## config.mk

```make
export PLATFORM = sky130hd
export DESIGN_NAME = tuart_rx_ovs
export DESIGN_NICKNAME = d
export VERILOG_FILES = /design/src/rtl/tuart_pkg.sv /design/src/rtl/tuart_sync.sv /design/src/rtl/tuart_rx_ovs.sv
export SDC_FILE = /design/constraint.sdc
export NUM_CORES = 1
export LEC_CHECK = 0
export CAP_MARGIN = 20
export CORE_MARGIN = 8
export CORE_UTILIZATION = 50
export DETAILED_ROUTE_END_ITERATION = 12
export PLACE_DENSITY = 0.71
export SETUP_SLACK_MARGIN = 0.3
export SYNTH_ARGS = -nofsm -noshare
export SYNTH_HDL_FRONTEND = slang
export SYNTH_SLANG_ARGS = --single-unit
```

## constraint.sdc

```tcl
create_clock -name clk_i -period 5.1 [get_ports clk_i]
set_input_delay 0.765 -clock clk_i [delete_from_list [all_inputs] [get_ports clk_i]]
set_output_delay 0.765 -clock clk_i [all_outputs]
set_load 0.05 [all_outputs]
```

## src/rtl/tuart_pkg.sv

```systemverilog
`default_nettype none
// +----------------------------------------------------------------------+
// | tuart_pkg : shared types for the tuart serial blocks                  |
// | Rev 1.0                                                               |
// +----------------------------------------------------------------------+
package tuart_pkg;

  typedef enum logic [1:0] {
    PAR_NONE = 2'd0,
    PAR_EVEN = 2'd1,
    PAR_ODD  = 2'd2
  } parity_e;

  typedef enum logic [2:0] {
    ST_IDLE   = 3'd0,
    ST_START  = 3'd1,
    ST_DATA   = 3'd2,
    ST_PARITY = 3'd3,
    ST_STOP   = 3'd4,
    ST_BREAK  = 3'd5
  } rx_state_e;

endpackage
`default_nettype wire

```

## src/rtl/tuart_sync.sv

```systemverilog
`default_nettype none
// +----------------------------------------------------------------------+
// | tuart_sync : 2-flop synchroniser with selectable reset value          |
// | Rev 1.0                                                               |
// +----------------------------------------------------------------------+
module tuart_sync #(
  parameter logic RST_VAL = 1'b1
) (
  input  logic clk_i,
  input  logic rst_i,
  input  logic d_i,
  output logic q_o
);

  logic r_meta;
  logic r_sync;

  always_ff @(posedge clk_i or posedge rst_i) begin
    if (rst_i) begin
      r_meta <= RST_VAL;
      r_sync <= RST_VAL;
    end else begin
      r_meta <= d_i;
      r_sync <= r_meta;
    end
  end

  assign q_o = r_sync;

endmodule
`default_nettype wire

```

## src/rtl/tuart_rx_ovs.sv

```systemverilog
`default_nettype none
// +----------------------------------------------------------------------+
// | tuart_rx_ovs : oversampling UART receiver with valid/ready output     |
// | Rev 1.0                                                               |
// +----------------------------------------------------------------------+
module tuart_rx_ovs
  import tuart_pkg::*;
#(
  parameter int      DATA_BITS    = 8,
  parameter int      NR_STOP_BITS = 1,
  parameter parity_e PARITY       = PAR_NONE,
  parameter int      OVS          = 16
) (
  input  logic                 clk_i,
  input  logic                 rst_i,
  input  logic                 smpl_i,
  input  logic                 rx_i,
  output logic [DATA_BITS-1:0] data_o,
  output logic                 valid_o,
  input  logic                 ready_i,
  output logic                 frame_err_o,
  output logic                 parity_err_o,
  output logic                 overrun_o
);

  localparam int            TW          = $clog2(OVS);
  localparam logic [TW-1:0] c_tick_lo   = TW'(OVS/2 - 1);
  localparam logic [TW-1:0] c_tick_mid  = TW'(OVS/2);
  localparam logic [TW-1:0] c_tick_hi   = TW'(OVS/2 + 1);
  localparam logic [TW-1:0] c_tick_last = TW'(OVS - 1);
  localparam logic [3:0]    c_last_data = 4'(DATA_BITS - 1);
  localparam logic [3:0]    c_last_stop = 4'(NR_STOP_BITS - 1);
  localparam logic          c_odd       = (PARITY == PAR_ODD);
  localparam logic          c_has_par   = (PARITY != PAR_NONE);

  rx_state_e            r_state, w_state_nxt;
  logic                 w_line;
  logic [TW-1:0]        r_tick;
  logic [3:0]           r_bit;
  logic                 r_prev;
  logic [1:0]           r_smp;
  logic [DATA_BITS-1:0] r_shift;
  logic                 r_ferr, r_perr;
  logic [DATA_BITS-1:0] r_data;
  logic                 r_valid, r_fe, r_pe, r_ovr;
  logic                 w_active, w_vote, w_vote_now, w_wrap, w_done, w_ferr_all;

  tuart_sync #(.RST_VAL(1'b1)) u_sync (
    .clk_i (clk_i),
    .rst_i (rst_i),
    .d_i   (rx_i),
    .q_o   (w_line)
  );

  assign w_active   = (r_state == ST_START) || (r_state == ST_DATA) ||
                      (r_state == ST_PARITY) || (r_state == ST_STOP);
  // Majority of the two stored mid-bit samples and the current one.
  assign w_vote     = (r_smp[1] & r_smp[0]) | (r_smp[1] & w_line) | (r_smp[0] & w_line);
  assign w_vote_now = smpl_i && w_active && (r_tick == c_tick_hi);
  assign w_wrap     = smpl_i && w_active && (r_tick == c_tick_last);
  assign w_done     = w_vote_now && (r_state == ST_STOP) && (r_bit == c_last_stop);
  assign w_ferr_all = r_ferr | ~w_vote;

  always_ff @(posedge clk_i or posedge rst_i) begin
    if (rst_i) r_state <= ST_IDLE;
    else       r_state <= w_state_nxt;
  end

  always_comb begin
    w_state_nxt = r_state;
    unique case (r_state)
      ST_IDLE:   if (smpl_i && r_prev && !w_line) w_state_nxt = ST_START;
      ST_START:  if (w_vote_now && w_vote)        w_state_nxt = ST_IDLE;
                 else if (w_wrap)                 w_state_nxt = ST_DATA;
      ST_DATA:   if (w_wrap && (r_bit == c_last_data))
                   w_state_nxt = c_has_par ? ST_PARITY : ST_STOP;
      ST_PARITY: if (w_wrap)                      w_state_nxt = ST_STOP;
      ST_STOP:   if (w_done)  w_state_nxt = w_ferr_all ? ST_BREAK : ST_IDLE;
      ST_BREAK:  if (smpl_i && w_line)            w_state_nxt = ST_IDLE;
      default:                                    w_state_nxt = ST_IDLE;
    endcase
  end

  always_ff @(posedge clk_i or posedge rst_i) begin
    if (rst_i) begin
      r_tick  <= '0;
      r_bit   <= '0;
      r_prev  <= 1'b1;
      r_smp   <= '0;
      r_shift <= '0;
      r_ferr  <= 1'b0;
      r_perr  <= 1'b0;
    end else if (smpl_i) begin
      r_prev <= w_line;
      if (!w_active) begin
        r_tick <= '0;
        r_bit  <= '0;
        r_ferr <= 1'b0;
        r_perr <= 1'b0;
      end else begin
        r_tick <= (r_tick == c_tick_last) ? '0 : r_tick + 1'b1;
        if ((r_tick == c_tick_lo) || (r_tick == c_tick_mid))
          r_smp <= {r_smp[0], w_line};
        if (w_vote_now) begin
          case (r_state)
            ST_DATA:   r_shift <= {w_vote, r_shift[DATA_BITS-1:1]};
            ST_PARITY: r_perr  <= w_vote ^ (^r_shift) ^ c_odd;
            ST_STOP:   if (!w_vote) r_ferr <= 1'b1;
            default:   ;
          endcase
        end
        // Bit index restarts whenever the wrap also moves to a new phase.
        if (w_wrap)
          r_bit <= (w_state_nxt == r_state) ? r_bit + 4'd1 : 4'd0;
      end
    end
  end

  always_ff @(posedge clk_i or posedge rst_i) begin
    if (rst_i) begin
      r_data  <= '0;
      r_valid <= 1'b0;
      r_fe    <= 1'b0;
      r_pe    <= 1'b0;
      r_ovr   <= 1'b0;
    end else begin
      r_ovr <= 1'b0;
      if (w_done) begin
        if (r_valid && !ready_i) begin
          r_ovr <= 1'b1;
        end else begin
          r_data  <= r_shift;
          r_fe    <= w_ferr_all;
          r_pe    <= c_has_par & r_perr;
          r_valid <= 1'b1;
        end
      end else if (r_valid && ready_i) begin
        r_valid <= 1'b0;
      end
    end
  end

  assign data_o       = r_data;
  assign valid_o      = r_valid;
  assign frame_err_o  = r_fe;
  assign parity_err_o = r_pe;
  assign overrun_o    = r_ovr;

endmodule
`default_nettype wire

```

After elaboration in Yosys (flattened, before gate mapping)
Cells that the tools add are included.

storage, ports and cells
  register bits = 36
  bits in latches = 0
  memory bits (writable) = 0
  ROM bits = 0
  input port bits = 5
  output and inout bits = 12
  logic and storage cells = 89
  memories = 0

operators by class
  $add $sub $neg = 2
  multiply operators = 0
  divide/modulo/power cells = 0
  magnitude comparators = 0
  equality and inequality tests = 16
  shift operators = 0
  multiplexer cells = 23
  bitwise gates (word level) = 8
  reduce and logical (&&, ||, !) cells = 27

operators by type and width
  kind                                                                     number
  3-bit 2-to-1 mux                                                         8
  4-bit 2-to-1 mux                                                         5
  3-bit case mux with 6 select lines                                       1
  4-bit equality test, second input constant                               3
  1-bit logical AND                                                        12
  1-bit 2-to-1 mux                                                         9
  4-bit by 1-bit adder with 4-bit output, second input constant            2
  4-bit by 3-bit equality test with 1-bit output, second input constant    2
  4-bit AND reduction                                                      2
  3-bit by 2-bit equality test with 1-bit output, second input constant    2
  3-bit equality test, second input constant                               2
  2-bit by 1-bit inequality test with 1-bit output, second input constant  3
  2-bit AND reduction                                                      3
  4-bit zero test                                                          1
  1-bit logical OR                                                         4
  2-bit inequality test, second input constant                             2
  1-bit bitwise AND                                                        3
  3-bit by 1-bit equality test with 1-bit output, second input constant    1
  3-bit equality test                                                      1
  3-bit zero test                                                          1
  1-bit bitwise OR                                                         3
  3-bit AND reduction                                                      1
  1-bit zero test                                                          2
  1-bit NOT                                                                2
  2-bit nonzero test                                                       1

Logic depth before layout (Yosys ltp)
  depth in word-level cells = 14
  mapped depth = 7
  depth with buffers taken out = 6

Modules after synthesis
From an unflattened synthesis, not the netlist that was laid out.

second synthesis, totals
  cells, all modules = 154
  area total of the unflattened synthesis = 1750.4 µm²

by module, submodules not included
  module        times used  cells an instance  area each (µm²)  sequential area each (µm²)
  tuart_rx_ovs  1           151                1694.1           852.1
  tuart_sync    1           3                  56.3             52.6

Least setup slack after synthesis
Ideal clock, no wire load.

  path type = input port to flip-flop
  start = input smpl_i
  end = register r_data[0], in the netlist data_o[0]
  setup time = 0.125 ns
  arrival time = 1.955 ns
  required time = 4.975 ns
  path slack = 3.020 ns
  stages on the path = 5
  path buffers = 1
  path through = nand4b_4 -> or4_4 -> nand2b_4 -> buf_6 -> mux2_4

on the way
  word-level cells in the longest chain between the ends = 5

ends and longest elaborated chain
  what                            line                 RTL
  start: declaration              tuart_rx_ovs.sv:16   input logic smpl_i,
  1-bit logical AND (2 in a row)  tuart_rx_ovs.sv:59   assign w_vote_now = smpl_i && w_active && (r_tick == c_tick_hi);
  1-bit logical AND (2 in a row)  tuart_rx_ovs.sv:61   assign w_done = w_vote_now && (r_state == ST_STOP) && (r_bit == c_last_stop);
  2-bit AND reduction (no line)   -
  end signal: assignment          tuart_rx_ovs.sv:132  r_data <= r_shift;
  end: declaration                tuart_rx_ovs.sv:44   logic [DATA_BITS-1:0] r_data;

Every way passes these cells.
A chain may end at the register's enable or synchronous reset.

Final worst setup path
  start = input smpl_i
  end = register r_fe, in the netlist frame_err_o

on the way
  word-level cells in the longest chain between the ends = 5

ends and longest elaborated chain
  what                            line                 RTL
  1-bit logical AND (2 in a row)  tuart_rx_ovs.sv:59
  1-bit logical AND (2 in a row)  tuart_rx_ovs.sv:61
  2-bit AND reduction (no line)   -
  end signal: assignment          tuart_rx_ovs.sv:133  r_fe <= w_ferr_all;
  end: declaration                tuart_rx_ovs.sv:45   logic r_valid, r_fe, r_pe, r_ovr;

Every way passes these cells.

==> summary.md <==
| Metric | Value |
|---|---|
| TritonCTS clock tree | yes |
| Fill cell count | 305 |
| RePlAce Congestion | 0.885 |
| FF/Latch Area | 905 um^2 |
| Cell Chain, Critical Path | clkdlybuf4s50_1 > nand4b_4 > or4_4 > nand2b_4 > mux2_4 |
| Asr flop ratio synth | 1.00 |
| H-tree levels | 2 |
| Diode count | 0 |
| Setup CP Type | input pin to flip-flop |
| Max Fclk | 0.385 GHz |
| Ys Warns | 0 |
| Peak supply drop | 0.245 mV |
| Final period util | 0.509 |
| Syn Nets | 156 |
| Fin crit period | 2.60 ns |
| Core area | 3360 um^2 |
| Multi-input combinational cell area | 812 um^2 |
| Max incr delay on CP | 0.75 ns |
| Antenna Violating Nets Remaining | 0 |
| Die footprint | 5710 um^2 |
| I/O pin cnt | 17 |
| RSZ-0062 raised after global routing | false |
| Worst-path maximum fanout | 14 |
| Share of cells above drive strength 1 | 0.232 |
| Top FF cell, synth | dfrtp_1 |
| Commonest non-fill, non-tap cell in the layout | dfrtp_1 |
| Clock tree buffer depth | 2 |
| Gr ovfl total | 0 |
| Synthesized area | 1770 um^2 |
| First-pass GRT wire length | 5.44 mm |
| WL/cell | 15.5 um |
| Slowest stage cell, crit path | clkdlybuf4s50_1 |
| Post-synth EDFFs | 0 |
| Avg Inst Size Synth | 12.1 um^2 |
| Dpl hpwl | 2.26 mm |
| Crit. End Element | flip-flop |
| Via Count | 1,161 |
| Fin util | 0.605 |
| Setup TNS | 0 ns |
| Met1 GRT Util | 0.159 |
| Final nets | 173 |
| Worst Hold Class | flip-flop to flip-flop |
| Total GRT Usage | 0.127 |
| Rows | 21 |
| Residual DRC | 0 |
| Worst path arrival time | 2.84 ns |
| Initial antenna violation count | 0 |
| Chip width | 75.5 um |
| Worst-skew pair later-pin latency | 0.35 ns |
| Pre-Repair DR Iteration Count | 4 |
| Synth unique cells | 43 |
| PostCTS Resize Cnt | 0 |
| Yosys reg bits | 36 |
| Sequential-to-total area share from yosys stat | 0.510 |
| Layout area overhead | 14.7% |
| Setup WS pre-CTS | 2.13 ns |
| Commonest non-fill, non-tap cells in the layout | dfrtp_1 (33), clkdlybuf4s50_1 (15), mux2_2 (12) |
| Largest net degree at the start of global routing | 37 |
| Maxcap violations | 0 |
| Post-CTS Setup Repair Bufs | 0 |
| Die Y | 75.5 um |
| GR peak layer | met2 |
| Crit start category | input pin |
| Cts hold-fix bufs | 0 |
| Met3 Usage GRT | 0.0408 |
| Final setup violating endpoints | 0 |
| Placed cells | 202 |
| Fin worst setup slack | 2.50 ns |
| Outcome | complete, no violations |
| Clk root buf | clkbuf_4 |
| DRT Wirelength | 3.26 mm |
| Starting Density | 0.527 |
| Worst slew margin | 0.560 |
| WP data required | 5.34 ns |
| Vias in the first global route | 1,145 |
| 1st-iter DRT viols | 33 |
| Leak | 0.993 nW |
| DR vias/cell | 5.53 |
| Worst-Margin Slew | 0.656 ns |
| Met2 Track Usage GR | 0.192 |
| Clock Skew | 0.00795 ns |
| IO buf count | 15 |
| CTS clock-pin slew for the worst setup and hold paths | 0.12 ns |
| Finished Layout Cells | 210 |
| Min Hold Slack | 0.366 ns |
| Final Hold Viols | 0 |
| Inserted Clock Buffers | 5 |
| Pwr/cell area | 329 nW/um^2 |
| Clock Sinks | 36 |
| Pins Over Slew Limit | 0 |
| Cells after Synth | 146 |
==> area by class of cell <==
cell class / count / area share
Clock inverter: 3 / 0.0209
Sequential cell: 36 / 0.445
Clock buffer: 5 / 0.0185
Timing Repair Buffer: 16 / 0.0775
Multi-Input combinational cell: 98 / 0.399
Inverter: 6 / 0.0111
Tap cell: 46 / 0.0283
==> routing by layer <==
layer | vias to the layer above | share of wire | wire (um)
met3 | 7 | 0.066 | 214
li1 | 552 | - | -
met2 | 28 | 0.46 | 1510
met4 | 0 | 0.020 | 65
met5 | - | 0 | 0
met1 | 574 | 0.45 | 1460
==> sequential cells by signal, indices dropped and copies added, names as in the netlist <==
| signal | cells |
|---|---|
| data_o | 8 |
| frame_err_o | 1 |
| overrun_o | 1 |
| r_bit | 4 |
| r_ferr | 1 |
| r_prev | 1 |
| r_shift | 8 |
| r_smp | 2 |
| r_state | 3 |
| r_tick | 4 |
| u_sync.q_o | 1 |
| u_sync.r_meta | 1 |
| valid_o | 1 |
==> critical path, delay by kind of cell <==
family | cells | cell delay [ns]
buffers and inverters | 1 | 0.75
multiplexers | 1 | 0.33
AND/OR/NAND/NOR | 3 | 1.00
==> cells in the mapped netlist (3+ instances only) <==
library cell | n | area [um^2]
dfrtp_1 | 33 | 826
mux2_2 | 12 | 135
mux2_4 | 9 | 135
a21oi_1 | 8 | 40.0
nand2_1 | 7 | 26.3
inv_1 | 6 | 22.5
o21ai_0 | 6 | 30.0
ha_1 | 5 | 62.6
nand2b_1 | 5 | 31.3
nor2_1 | 5 | 18.8
clkbuf_1 | 4 | 15.0
nand3_1 | 4 | 20.0
dfstp_2 | 3 | 78.8
nand3b_1 | 3 | 22.5
nor2b_1 | 3 | 18.8
==> power breakdown <==
group          leakage, nW  internal (mW)  switching, mW
sequential           0.487          0.308         0.0406
combinational        0.464         0.0533         0.0649
clock               0.0412          0.102          0.101
total                0.993          0.464          0.206
==> through the flow <==
stage | power [mW] | cell area (um^2)
floorplan | 0.440 | 1770
global placement | 0.466 | 1950
detailed placement | 0.472 | 1950
CTS | 0.676 | 2030
global route | 0.706 | 2030
finish | 0.670 | 2030
==> path summary, 6_finish.rpt <==
kind	from	to	slack [ns]	depth (start not counted)
setup / recovery	smpl_i	frame_err_o	2.50	5
hold / removal	u_sync.r_meta	u_sync.q_o	0.37	0
setup reg to reg	r_bit[0]	frame_err_o	2.92	6
hold reg to reg	u_sync.r_meta	u_sync.q_o	0.37	0
max in group asynchronous	rst_i	u_sync.r_meta	3.92	3
min in group asynchronous	rst_i	data_o[0]	0.83	3
==> kinds of logic after synthesis <==
logic type      Yosys count  synth area share
fa+ha+maj                 6            0.0409
flops                    36             0.510
other cells               1           0.00212
mux                      21             0.152
buf+inv                  12            0.0318
simple gates             43             0.162
xor+xnor                  1           0.00494
compound gates           26            0.0953
Power figures use the tool's default switching activity.
